<file path="config.mk">
export PLATFORM = sky130hd
export DESIGN_NAME = alu_share_arbiter
export DESIGN_NICKNAME = d
export VERILOG_FILES = /design/src/rtl/alu_share_arbiter.sv
export SDC_FILE = /design/constraint.sdc
export NUM_CORES = 1
export LEC_CHECK = 0
export ABC_AREA = 1
export BUFFER_PORTS_ARGS = -buffer_cell sky130_fd_sc_hd__buf_4
export CAP_MARGIN = 20
export CELL_PAD_IN_SITES_DETAIL_PLACEMENT = 2
export CELL_PAD_IN_SITES_GLOBAL_PLACEMENT = 2
export CORE_ASPECT_RATIO = 1.4
export CORE_UTILIZATION = 16
export CTS_CLUSTER_SIZE = 24
export DETAILED_ROUTE_END_ITERATION = 10
export HOLD_SLACK_MARGIN = 0.06
export PLACE_DENSITY = 0.95
export SLEW_MARGIN = 30
export SYNTH_ARGS = -nofsm -noshare
export SYNTH_HDL_FRONTEND = slang
export SYNTH_SLANG_ARGS = --single-unit
export TNS_END_PERCENT = 10
</file>
<file path="constraint.sdc">
create_clock -name clk -period 2.15 [get_ports clk]
set_input_delay 0.215 -clock clk [delete_from_list [all_inputs] [get_ports clk]]
set_output_delay 0.215 -clock clk [all_outputs]
set_load 0.01 [all_outputs]
</file>
<file path="src/rtl/alu_share_arbiter.sv">
// Two-requester front end for one shared combinational ALU: round-robin (or fixed)
// req/gnt arbitration, a single registered response slot and a gated architectural flag register.
module alu_share_arbiter #(
    parameter int WIDTH     = 16,
    parameter int FLAGW     = 6,
    parameter int FIXED_PRI = 0
) (
    input  logic             clk,
    input  logic             rst_n,
    input  logic [1:0]       req,
    input  logic [WIDTH-1:0] op1_0,
    input  logic [WIDTH-1:0] op1_1,
    input  logic [WIDTH-1:0] op2_0,
    input  logic [WIDTH-1:0] op2_1,
    input  logic [1:0]       func_0,
    input  logic [1:0]       func_1,
    input  logic [1:0]       fen,
    output logic [1:0]       gnt,
    output logic [WIDTH-1:0] alu_op1,
    output logic [WIDTH-1:0] alu_op2,
    output logic [1:0]       alu_func,
    input  logic [WIDTH-1:0] alu_result,
    input  logic [FLAGW-1:0] alu_flags,
    output logic             rsp_valid,
    input  logic             rsp_ready,
    output logic             rsp_id,
    output logic [WIDTH-1:0] rsp_result,
    output logic [FLAGW-1:0] rsp_flags,
    output logic [FLAGW-1:0] flags_q
);

    logic             r_rsp_valid;
    logic             r_rsp_id;
    logic [WIDTH-1:0] r_rsp_result;
    logic [FLAGW-1:0] r_rsp_flags;
    logic [FLAGW-1:0] r_flags_q;
    logic             r_last;
    logic             w_can_accept;
    logic             w_sel;

    // r_last is the index granted most recently; under contention the other one wins.
    function automatic logic [1:0] pick_grant(input logic [1:0] r, input logic last);
        logic [1:0] g;
        case (r)
            2'b01:   g = 2'b01;
            2'b10:   g = 2'b10;
            2'b11: begin
                if (FIXED_PRI != 0) begin
                    g = 2'b01;
                end else if (last) begin
                    g = 2'b01;
                end else begin
                    g = 2'b10;
                end
            end
            default: g = 2'b00;
        endcase
        return g;
    endfunction

    assign w_can_accept = ~r_rsp_valid | rsp_ready;

    // Combinational grant, suppressed during reset and while the slot cannot take a result.
    always_comb begin
        gnt = 2'b00;
        if (rst_n && w_can_accept) begin
            gnt = pick_grant(req, r_last);
        end else begin
            gnt = 2'b00;
        end
    end

    assign w_sel = gnt[1];

    // Operand mux to the shared ALU; requester 0 drives it when nobody is granted.
    always_comb begin
        alu_op1  = op1_0;
        alu_op2  = op2_0;
        alu_func = func_0;
        if (w_sel) begin
            alu_op1  = op1_1;
            alu_op2  = op2_1;
            alu_func = func_1;
        end else begin
            alu_op1  = op1_0;
            alu_op2  = op2_0;
            alu_func = func_0;
        end
    end

    // Response slot, RR pointer and flag register; a grant reloads the slot even while it is being consumed.
    always_ff @(posedge clk) begin
        if (!rst_n) begin
            r_rsp_valid  <= 1'b0;
            r_rsp_id     <= 1'b0;
            r_rsp_result <= {WIDTH{1'b0}};
            r_rsp_flags  <= {FLAGW{1'b0}};
            r_flags_q    <= {FLAGW{1'b0}};
            r_last       <= 1'b1;
        end else if (|gnt) begin
            r_rsp_valid  <= 1'b1;
            r_rsp_id     <= w_sel;
            r_rsp_result <= alu_result;
            r_rsp_flags  <= alu_flags;
            r_last       <= w_sel;
            if (fen[w_sel]) begin
                r_flags_q <= alu_flags;
            end else begin
                r_flags_q <= r_flags_q;
            end
        end else if (r_rsp_valid && rsp_ready) begin
            r_rsp_valid <= 1'b0;
        end else begin
            r_rsp_valid <= r_rsp_valid;
        end
    end

    assign rsp_valid  = r_rsp_valid;
    assign rsp_id     = r_rsp_id;
    assign rsp_result = r_rsp_result;
    assign rsp_flags  = r_rsp_flags;
    assign flags_q    = r_flags_q;

endmodule
</file>
==> run summary, run 1 <==
The number of vias after detailed routing is 2437, and the ratio of total power to cell area is 651.1 mW/mm². Counting distinct cell types in the post-synthesis netlist gives 17. The time the final worst path needs with I/O delays and setup works out to 1936 ps. Post-CTS repair changed the size of 0 cells. For the effective utilization at floorplan, the log shows 16.41%. At the worst endpoint, the required time is 1930 ps. The first global-routing pass estimated 12.70 mm of wire. In the finished design, the share of the clock period the worst path needs comes to 90.06%.

STA classifies the critical path endpoint as an output port. The run gives 270 ps as the later-pin clock latency in the skew report. The number of ports placed on the die boundary was 163. The library cells used most frequently in the layout, excluding fill and tap cells, are buf_4, nand2_1, nor2_1. In this run, the number of DRC markers left after iteration 0 of detailed routing was 25. The number of failing hold endpoints at the final stage is 0.

The count of nets left with antenna violations once routing finished came out at 0. Relative to the synthesized area, the layout overhead comes to 96.05%. Sorting the synthesized cells by area gives the leading types as dfxtp_1, nand2_1, nor2_1. The synthesized design devotes to its leading area cell type 38.42% of total area. The maximum fanout encountered on the critical timing path came out at 36. Headroom to the max-slew limit came out at 73.72%. The tools report the TritonCTS buffer count as 5. For this run, the register share of the synthesized area comes to 38.42%.

At the end of routability-driven placement, the weighted congestion stood at 0.7291. Die extent in x: 86.92 µm. The clock tree buffer depth is 2.

In the final layout, the multi-input gates occupy 869.6 µm². The run gives 0.009846 mm² as the placeable core area. The logs give 0 for the initial antenna violation count and 534 for the net count of the finished layout.

TritonCTS built the clock tree. Counting flops and latches in the post-synthesis netlist gives 31. For this run, the number of Yosys warnings is 0.

The logs give 1216 for the number of fillers in the final layout and 0 for the post-route DRC violation count. Overall power consumption after layout is estimated at 2062 µW. For the worst flop-to-flop path, the logic depth is 10.

For the TritonCTS sink count, the log shows 31. After synthesis the cells add up to 0.001615 mm². The number of diodes added for antenna fixing is 0, and the final worst setup slack is 213.6 ps. The cell count after synthesis came out at 276.

The tools report the clock root buffer as clkbuf_16. The clock slew seen by the registers of the worst setup and hold paths was 50 ps. The leading cell type in the layout, fill and taps excluded was buf_4.

In this run the cell area measured after placement is 0.002993 mm². CTS built an H-tree with a depth of 2. The flow ran to the end, and the final reports show no timing, DRC or antenna violations. The critical path is of the reg2out type. Counting instances, the worst hold path has a depth of 3.

Global routing consumed, over all layers together, 15.49% of the routing resources. Static leakage: 0.001750 µW. The number of max-slew violations in the final report came out at 0. The run gives 0.2560 mV as the worst ir drop on vdd. The logs give 0.003167 mm² for the final non-filler cell area and 0 ps for the total negative setup slack.

Of all cell types, the one taking the most synthesized area is dfxtp_1. The tightest min-delay check is of the in2reg type. The fraction of layout cells with a size suffix above 1 is 42.24%, and the average vias per placed instance is 4.253. The tools report the first-pass detailed-route iteration total as 2.

Cells fill 32.16% of the core in the end. The total wire length was 8.163 mm; the number of setup buffers added after CTS was 0. Entering global routing, the biggest net connects 37 pins. Hold buffer count at CTS: 0. At the pin with the least slew margin, the transition time is 392.8 ps.

Number of nets produced by synthesis: 373. In this run the tool buffered the top-level ports with 162 buffer cells. The worst setup path is launched from a register. Average instance area after synthesis: 5.853 µm².

For this run the aggregate overflow at the end of global routing stands at 0. The die area was 0.01051 mm². STA puts the critical path data arrival time at 1720 ps. After floorplanning, the core was divided into 43 placement rows. The HPWL after detailed placement is 6.679 mm.

Setup repair after global routing left no endpoint under its margin. The tools report the register area as 620.6 µm². After detailed routing, the average wire length per cell comes to 14.25 µm.

The number of global-route vias before repair is 2797. The worst clock skew was 5.104 ps; the die boundary height was 120.9 µm. Before CTS, the worst setup slack after placement is 455.4 ps. The highest attainable clock frequency was 516.4 MHz; the setup violation total in the final timing report was 0. The tool flagged a number of max-cap violations equal to 0.
-- metal layers --
metal  GRT usage (%)  part of all wire (%)
met3           4.354                   8.9
met4           2.813                  0.70
met5               0                     0
met1           13.39                    34
met2           33.42                    56
-- layout make-up --
type                            instances  area share (%)
Multi-Input combinational cell        214           27.46
Clock buffer                            6           4.386
Tap cell                              135           5.334
Clock inverter                          2           1.106
Inverter                               18           2.134
Timing Repair Buffer                  167           39.98
Sequential cell                        31           19.60
-- cells by family after synthesis --
logic type             synth area share, %
DFF                                  38.42
AOI/OAI and AO/OA                    9.528
buffers and inverters                7.746
and+or+nand+nor                      44.31
-- critical path, stage by stage, from the launching register on --
cell and delay, ps:
dfxtp_1 350, nand2_1 120, nand2_1 140, nor2_2 110
buf_4 350, nand2_1 150, nand2_1 110, buf_4 120
-- power breakdown --
part	switching [µW]	leakage [µW]	internal, µW
Combinational	280	0.00141	302
Clock	253	0.0000868	576
Sequential	27.8	0.000257	623
-- final timing paths --
| path | to | slack, ps | start |
|---|---|---|---|
| worst max-delay path | alu_op2[1] | 210 | rsp_valid |
| worst min register to register | rsp_result[1] | 490 | rsp_result[1] |
| worst max register to register | flags_q[2] | 510 | r_last |
| worst min-delay path | rsp_result[12] | 190 | alu_result[12] |
-- Yosys cell counts --
cell / number
buf_1: 1
clkbuf_1: 5
dfxtp_1: 31
o21ai_1: 23
a21oi_1: 1
o21bai_1: 1
o21ai_2: 1
buf_2: 7
inv_1: 16
nand2_2: 2
inv_2: 2
nand2_1: 128
nor2_2: 3
nor3_1: 1
a21oi_2: 2
nor2_1: 49
nand3_1: 3
-- through the flow --
stage / hold slack [ps] / cells
after CTS: 186.1 / 573
after global routing: 199.8 / 573
after detailed placement: 462.7 / 565
final: 187.6 / 573
after global placement: 454.9 / 565
after floorplan: 335.7 / 276
-- state kept, by name, summed over array words and instances (netlist names) --
register	count
flags_q	6
rsp_result	16
rsp_id	1
rsp_flags	6
rsp_valid	1
r_last	1
(Power assumes the default switching activity.)
==> run 2, diff against run 1 <==
==> constraint.sdc (replaced) <==
create_clock -name clk -period 2.15 [get_ports clk]
set_input_delay 0.3225 -clock clk [delete_from_list [all_inputs] [get_ports clk]]
set_output_delay 0.3225 -clock clk [all_outputs]
set_load 0.01 [all_outputs]
==> run 2 against run 1 <==
Net effect:
- final area is 0.20% lower
- utilization shrank 0.064 points
- count of clock-buffer cells in the layout rose by 1
- routed wire length is 1.7% lower
- hold slack gained 97 ps
- final cell count did not move
- total power fell by 7.5%
- critical endpoint is now alu_op1[11]
- largest cell class unchanged
- highest routed layer unchanged
==> run summary, run 2 (synthesis results as in run 1) <==
The flow ran to the end, and the final reports show no timing, DRC or antenna violations. For the total placed cells including tap cells, the log shows 565 (unchanged). The total negative setup slack is 0 ps (unchanged).

The ratio of total power to cell area was 603.4 mW/mm² (was 651.1 mW/mm²). The run gives 163 (unchanged) as the number of ports placed on the die boundary. The TritonCTS buffer count was 5 (unchanged); the number of port buffers was 162 (unchanged).

The multi-input gate area in the final layout came out at 874.6 µm² (was 869.6 µm²). The met2 demand-to-capacity share in global routing is 31.55% (was 33.42%), and the number of instances on the worst hold path is 3 (unchanged). The logs give 0.2331 mV (was 0.2560 mV) for the worst ir drop on vdd and 0 (unchanged) for the remaining global-route overflow.

The final worst setup slack was 231.0 ps (was 213.6 ps); the signal arrival time at the worst endpoint was 1600 ps (was 1720 ps). The die boundary height works out to 120.9 µm (unchanged). The tools report the pin count of the biggest net entering global routing as 37 (unchanged). The highest attainable clock frequency was 521.1 MHz (was 516.4 MHz). The number of vias after detailed routing is 2377 (was 2437). Setup repair after global routing left no endpoint under its margin.

The routed wirelength normalized by instance count is 14.01 µm (was 14.25 µm). The tools report the global-route total usage across every layer as 15.44% (was 15.49%). The tools report the number of DRC markers after the initial detailed-route iteration as 31 (was 25). The tools report the nature of the critical path endpoint as an output port (unchanged).

The number of global-route vias before repair is 2709 (was 2797), and the H-tree depth is 2 (unchanged). Worst clock skew: 2.362 ps (was 5.104 ps). The required arrival time at the worst endpoint is 1830 ps (was 1930 ps). The path category of the worst min-delay check is in2reg (unchanged). The global-route met3 utilization is 5.850% (was 4.354%). Initial antenna violation count: 0 (unchanged).

The placeable core area is 0.009846 mm² (unchanged). The tools report the first-pass detailed-route iteration total as 4 (was 2). Leading cell type in the layout, fill and taps excluded: buf_4 (unchanged).

For the number of fillers in the final layout, the log shows 1194 (was 1216). The tools report the startpoint class of the critical path as an input pin (was a register). The most utilized layer in the global route result was met2 (unchanged). TritonCTS sink count: 31 (unchanged). Most frequent cells in the layout: buf_4, nand2_1, nor2_1 (unchanged). Kind of critical path: in2out (was reg2out). Count of max-cap constraint violations: 0 (unchanged).

The relative area change from synthesis to final layout is 95.66% (was 96.05%), and the total wire length is 8.025 mm (was 8.163 mm). The worst slew margin relative to its limit is 71.80% (was 73.72%), and the final core utilization is 32.10% (was 32.16%). The maximum fanout encountered on the critical timing path is 36 (unchanged), and the die area is 0.01051 mm² (unchanged). The hold buffer count at CTS came out at 0 (unchanged).

The number of setup buffers added after CTS is 0 (unchanged). The pre-CTS setup slack was 214.9 ps (was 455.4 ps); the clock slew seen by the registers of the worst setup and hold paths was 50 ps (about the same). The clock root buffer is clkbuf_16 (unchanged).

The slew of the pin with the lowest slew margin was 423.0 ps (was 392.8 ps); the worst-case reg-to-reg path depth was 9 (was 10). The tools report the standard-cell row count as 43 (unchanged). The die extent in x was 86.92 µm (unchanged); the first-pass GRT wire length was 12.40 mm (was 12.70 mm). The number of failing hold endpoints at the final stage is 0 (unchanged). The fraction of layout cells with a size suffix above 1 was 41.78% (was 42.24%). The later-pin clock latency in the skew report came out at 280 ps (was 270 ps).

The routability-driven placement congestion ratio is 0.7754 (was 0.7291). The tools report the clock tree buffer depth as 2 (unchanged). The register area came out at 620.6 µm² (unchanged). The average vias per placed instance came out at 4.148 (was 4.253). The detailed placement HPWL is 6.703 mm (was 6.679 mm).

The tools report the number of max-slew violations in the final report as 0 (unchanged). The flip-flop count of the largest register, all copies and words added was 16 (unchanged). The net count of the finished layout was 534 (unchanged); the final critical-path share of the clock period was 89.26% (was 90.06%).

Post-route DRC violation count: 0 (unchanged). The setup violation total in the final timing report is 0 (unchanged), and the number of antenna-violating nets in the routed design is 0 (unchanged). The effective utilization at floorplan came out at 16.41% (unchanged). The number of diodes added for antenna fixing is 0 (unchanged), and the met1 track utilization from global routing is 13.31% (was 13.39%).

The time the final worst path needs with I/O delays and setup came out at 1919 ps (was 1936 ps). TritonCTS built the clock tree. The logs give 0.001746 µW (was 0.001750 µW) for the static leakage and 573 (unchanged) for the count of non-filler cells in the finished layout.
## run 2: where the power goes
| part | switching [µW] | internal, µW |
|---|---|---|
| combinational | 277 | 308 |
| clock | 243 | 427 |
| sequential | 28.5 | 624 |
## run 2: layout make-up
type | count | share of cell area (%)
Timing Repair Buffer | 167 | 40.86
Multi-Input combinational cell | 214 | 27.67
Sequential cell | 31 | 19.64
Tap cell | 135 | 5.344
Clock buffer | 7 | 4.196
Inverter | 18 | 2.138
Clock inverter | 1 | 0.1584
## run 2: worst paths after layout
path	start	end	slack (ps)
worst min register to register	rsp_id	rsp_id	480
worst max register to register	rsp_valid	flags_q[5]	670
worst min-delay path	alu_result[1]	rsp_result[1]	280
worst max-delay path	rst_n	alu_op1[11]	230
## run 2: layer usage
layer / wire, µm / up-vias
met1: 2698 / 1090
met5: 0 / -
met3: 790 / 7
met4: 91 / 0
met2: 4446 / 128
li1: - / 1152
## run 2: what timing repair did
| action | 4_1_cts | 5_1_grt |
|---|---|---|
| gates resized for setup | 0 | 1 |
| hold endpoints to repair | 0 | 0 |
| endpoints found under the setup margin | 0 | 1 |
## run 2: through the flow
stage / area [µm²] / hold WS [ps] / power [µW]
2_1_floorplan: 1615 / 443.2 / 885.5
3_3_place_gp: 3018 / 456.6 / 1226
3_5_place_dp: 3018 / 474.9 / 1259
4_1_cts: 3156 / 278.9 / 1947
5_1_grt: 3161 / 291.2 / 2019
6_report: 3161 / 284.7 / 1907
## run 2: critical path: stages
cell and delay, ps:
buf_4 90, buf_4 280, nand2_1 200, nor2_2 180, buf_12 220, nand2_1 80
nand2_1 90, buf_4 120
==> run 3, diff against run 2 <==
Settings changed: REMOVE_ABC_BUFFERS set to 1.
==> run 3 against run 2 <==
Net effect:
- routed wire length increased by 4.4%
- final area grew 0.36%
- count of clock-buffer cells in the layout down 1
- die area did not move
- via count grew 1.1%
- clock skew increased by 1.3 ps
- highest routed layer unchanged
- critical path type is now reg2out
==> run summary, run 3 (synthesis results as in run 1) <==
The number of diodes added for antenna fixing is 0 (unchanged). The run gives 15.95% (was 15.44%) as the global-route total usage across every layer. Worst hold slack: 277.7 ps (was 284.7 ps). The slew of the pin with the lowest slew margin was 651.2 ps (was 423.0 ps). Number of DRC markers after the initial detailed-route iteration: 32 (was 31). The pre-CTS setup slack is 228.3 ps (was 214.9 ps).

The clock slew seen by the registers of the worst setup and hold paths came out at 50 ps (about the same). The number of max-slew violations in the final report was 0 (unchanged). The total power of the final layout came out at 2059 µW (was 1907 µW). The maximum fanout encountered on the critical timing path was 36 (unchanged); the number of port buffers was 162 (unchanged). The TritonCTS buffer count was 5 (unchanged).

The logs give 12.89 mm (was 12.40 mm) for the first-pass GRT wire length and 1223 (was 1194) for the number of fillers in the final layout. The tools report the worst min-delay path startpoint as rst_n (was alu_result[1]). Pin count of the biggest net entering global routing: 37 (unchanged).

The tools report the remaining global-route overflow as 0 (unchanged). The kind of critical path is reg2out (was in2out). The detailed placement HPWL came out at 6.859 mm (was 6.703 mm). The quantity of gates resized following cts was 0 (unchanged). The first-pass detailed-route iteration total was 4 (unchanged); the average vias per placed instance was 4.192 (was 4.148). The die boundary height was 120.9 µm (unchanged); the placeable core area was 0.009846 mm² (unchanged). The final critical-path share of the clock period was 87.46% (was 89.26%); the ratio of total power to cell area was 649.3 mW/mm² (was 603.4 mW/mm²).

The net count of the finished layout was 534 (unchanged). The tools report the static leakage as 0.001753 µW (was 0.001746 µW). The run gives 0 (unchanged) as the hold buffer count at CTS.

The logs give 31 (unchanged) for the TritonCTS sink count and 0 (unchanged) for the post-route DRC violation count. The number of vias after detailed routing is 2402 (was 2377), and the setup violation total in the final timing report is 0 (unchanged). Initial antenna violation count: 0 (unchanged). The run gives 56.58% (was 71.80%) as the worst slew margin relative to its limit. Setup repair after global routing left no endpoint under its margin. The worst clock skew is 3.705 ps (was 2.362 ps).

TritonCTS built the clock tree. The logs give 2731 (was 2709) for the number of global-route vias before repair and 0 (unchanged) for the count of max-cap constraint violations. The run gives 0 (unchanged) as the number of failing hold endpoints at the final stage. The final worst setup slack was 269.7 ps (was 231.0 ps); the fraction of layout cells with a size suffix above 1 was 42.24% (was 41.78%).

The relative area change from synthesis to final layout was 96.36% (was 95.66%); the die area was 0.01051 mm² (unchanged). The number of ports placed on the die boundary came out at 163 (unchanged). For the clock tree buffer depth, the log shows 2 (unchanged).

The H-tree depth was 2 (unchanged). Most frequent cells in the layout: buf_4, nand2_1, nor2_1 (unchanged). Nature of the critical path endpoint: an output port (unchanged).

The die extent in x works out to 86.92 µm (unchanged). The tools report the worst setup path startpoint as r_last (was rst_n). The leading cell type in the layout, fill and taps excluded is buf_4 (unchanged). The flip-flop count of the largest register, all copies and words added was 16 (unchanged).

The tools report the worst ir drop on vdd as 0.2937 mV (was 0.2331 mV). The number of setup buffers added after CTS was 0 (unchanged); the time the final worst path needs with I/O delays and setup was 1880 ps (was 1919 ps). The run gives 1560 ps (was 1600 ps) as the signal arrival time at the worst endpoint. The total wire length was 8.375 mm (was 8.025 mm). The clock root buffer was clkbuf_16 (unchanged).

The highest attainable clock frequency was 531.8 MHz (was 521.1 MHz). The path category of the worst min-delay check is in2reg (unchanged). Routed wirelength normalized by instance count: 14.62 µm (was 14.01 µm). Total negative setup slack: 0 ps (unchanged). The tools report the later-pin clock latency in the skew report as 270 ps (was 280 ps). The flow ran to the end, and the final reports show no timing, DRC or antenna violations. Startpoint of the lowest-slack register-to-register path: rsp_valid (unchanged). Routability-driven placement congestion ratio: 0.7822 (was 0.7754).

The run gives 16.41% (unchanged) as the effective utilization at floorplan. Startpoint class of the critical path: a register (was an input pin). Standard-cell row count: 43 (unchanged). The required arrival time at the worst endpoint was 1830 ps (about the same); the number of antenna-violating nets in the routed design was 0 (unchanged).
==> run 3: layer usage <==
layer	vias to the layer above	part of all wire [%]	global-route usage [%]
li1	1154	-	-
met5	-	0	0
met4	0	2.7	6.667
met2	125	58	33.27
met3	18	8.1	4.150
met1	1105	31	13.46
==> run 3: worst paths after layout <==
check / depth (start not counted) / slack (ps) / end
worst max-delay path: 7 / 270 / alu_op1[15]
worst max register to register: 7 / 530 / flags_q[5]
worst min-delay path: 2 / 280 / r_last
worst min register to register: 2 / 470 / rsp_id
==> run 3: worst max-delay path, stage by stage, from the launching register on <==
cell and delay, ps:
dfxtp_1 360, nand2_1 70, nand2_1 140, inv_2 70, nand2_4 300, nand2_1 110, nand2_1 90, buf_4 120
==> run 3: area by class of cell <==
class,instances,area [µm²],share of cell area (%)
Sequential cell,31,620.6,19.57
Multi-Input combinational cell,214,874.6,27.57
Clock buffer,6,138.9,4.379
Inverter,18,67.56,2.130
Tap cell,135,168.9,5.325
Clock inverter,2,35.03,1.105
Timing Repair Buffer,167,1266,39.92
==> run 3: power by group <==
group / switching, µW / internal [µW] / leakage, µW / total [µW]
Sequential: 29.0 / 623 / 0.000257 / 652
Combinational: 284 / 302 / 0.00141 / 586
Clock: 246 / 575 / 0.0000868 / 821
==> run 3: metrics by stage <==
step | cells | instance area (µm²) | util, %
finish | 573 | 3172 | 32.21
global route | 573 | 3172 | 32.21
CTS | 573 | 3167 | 32.16
detailed placement | 565 | 2993 | 30.40
global placement | 565 | 2993 | 30.40
floorplan | 263 | 1558 | -
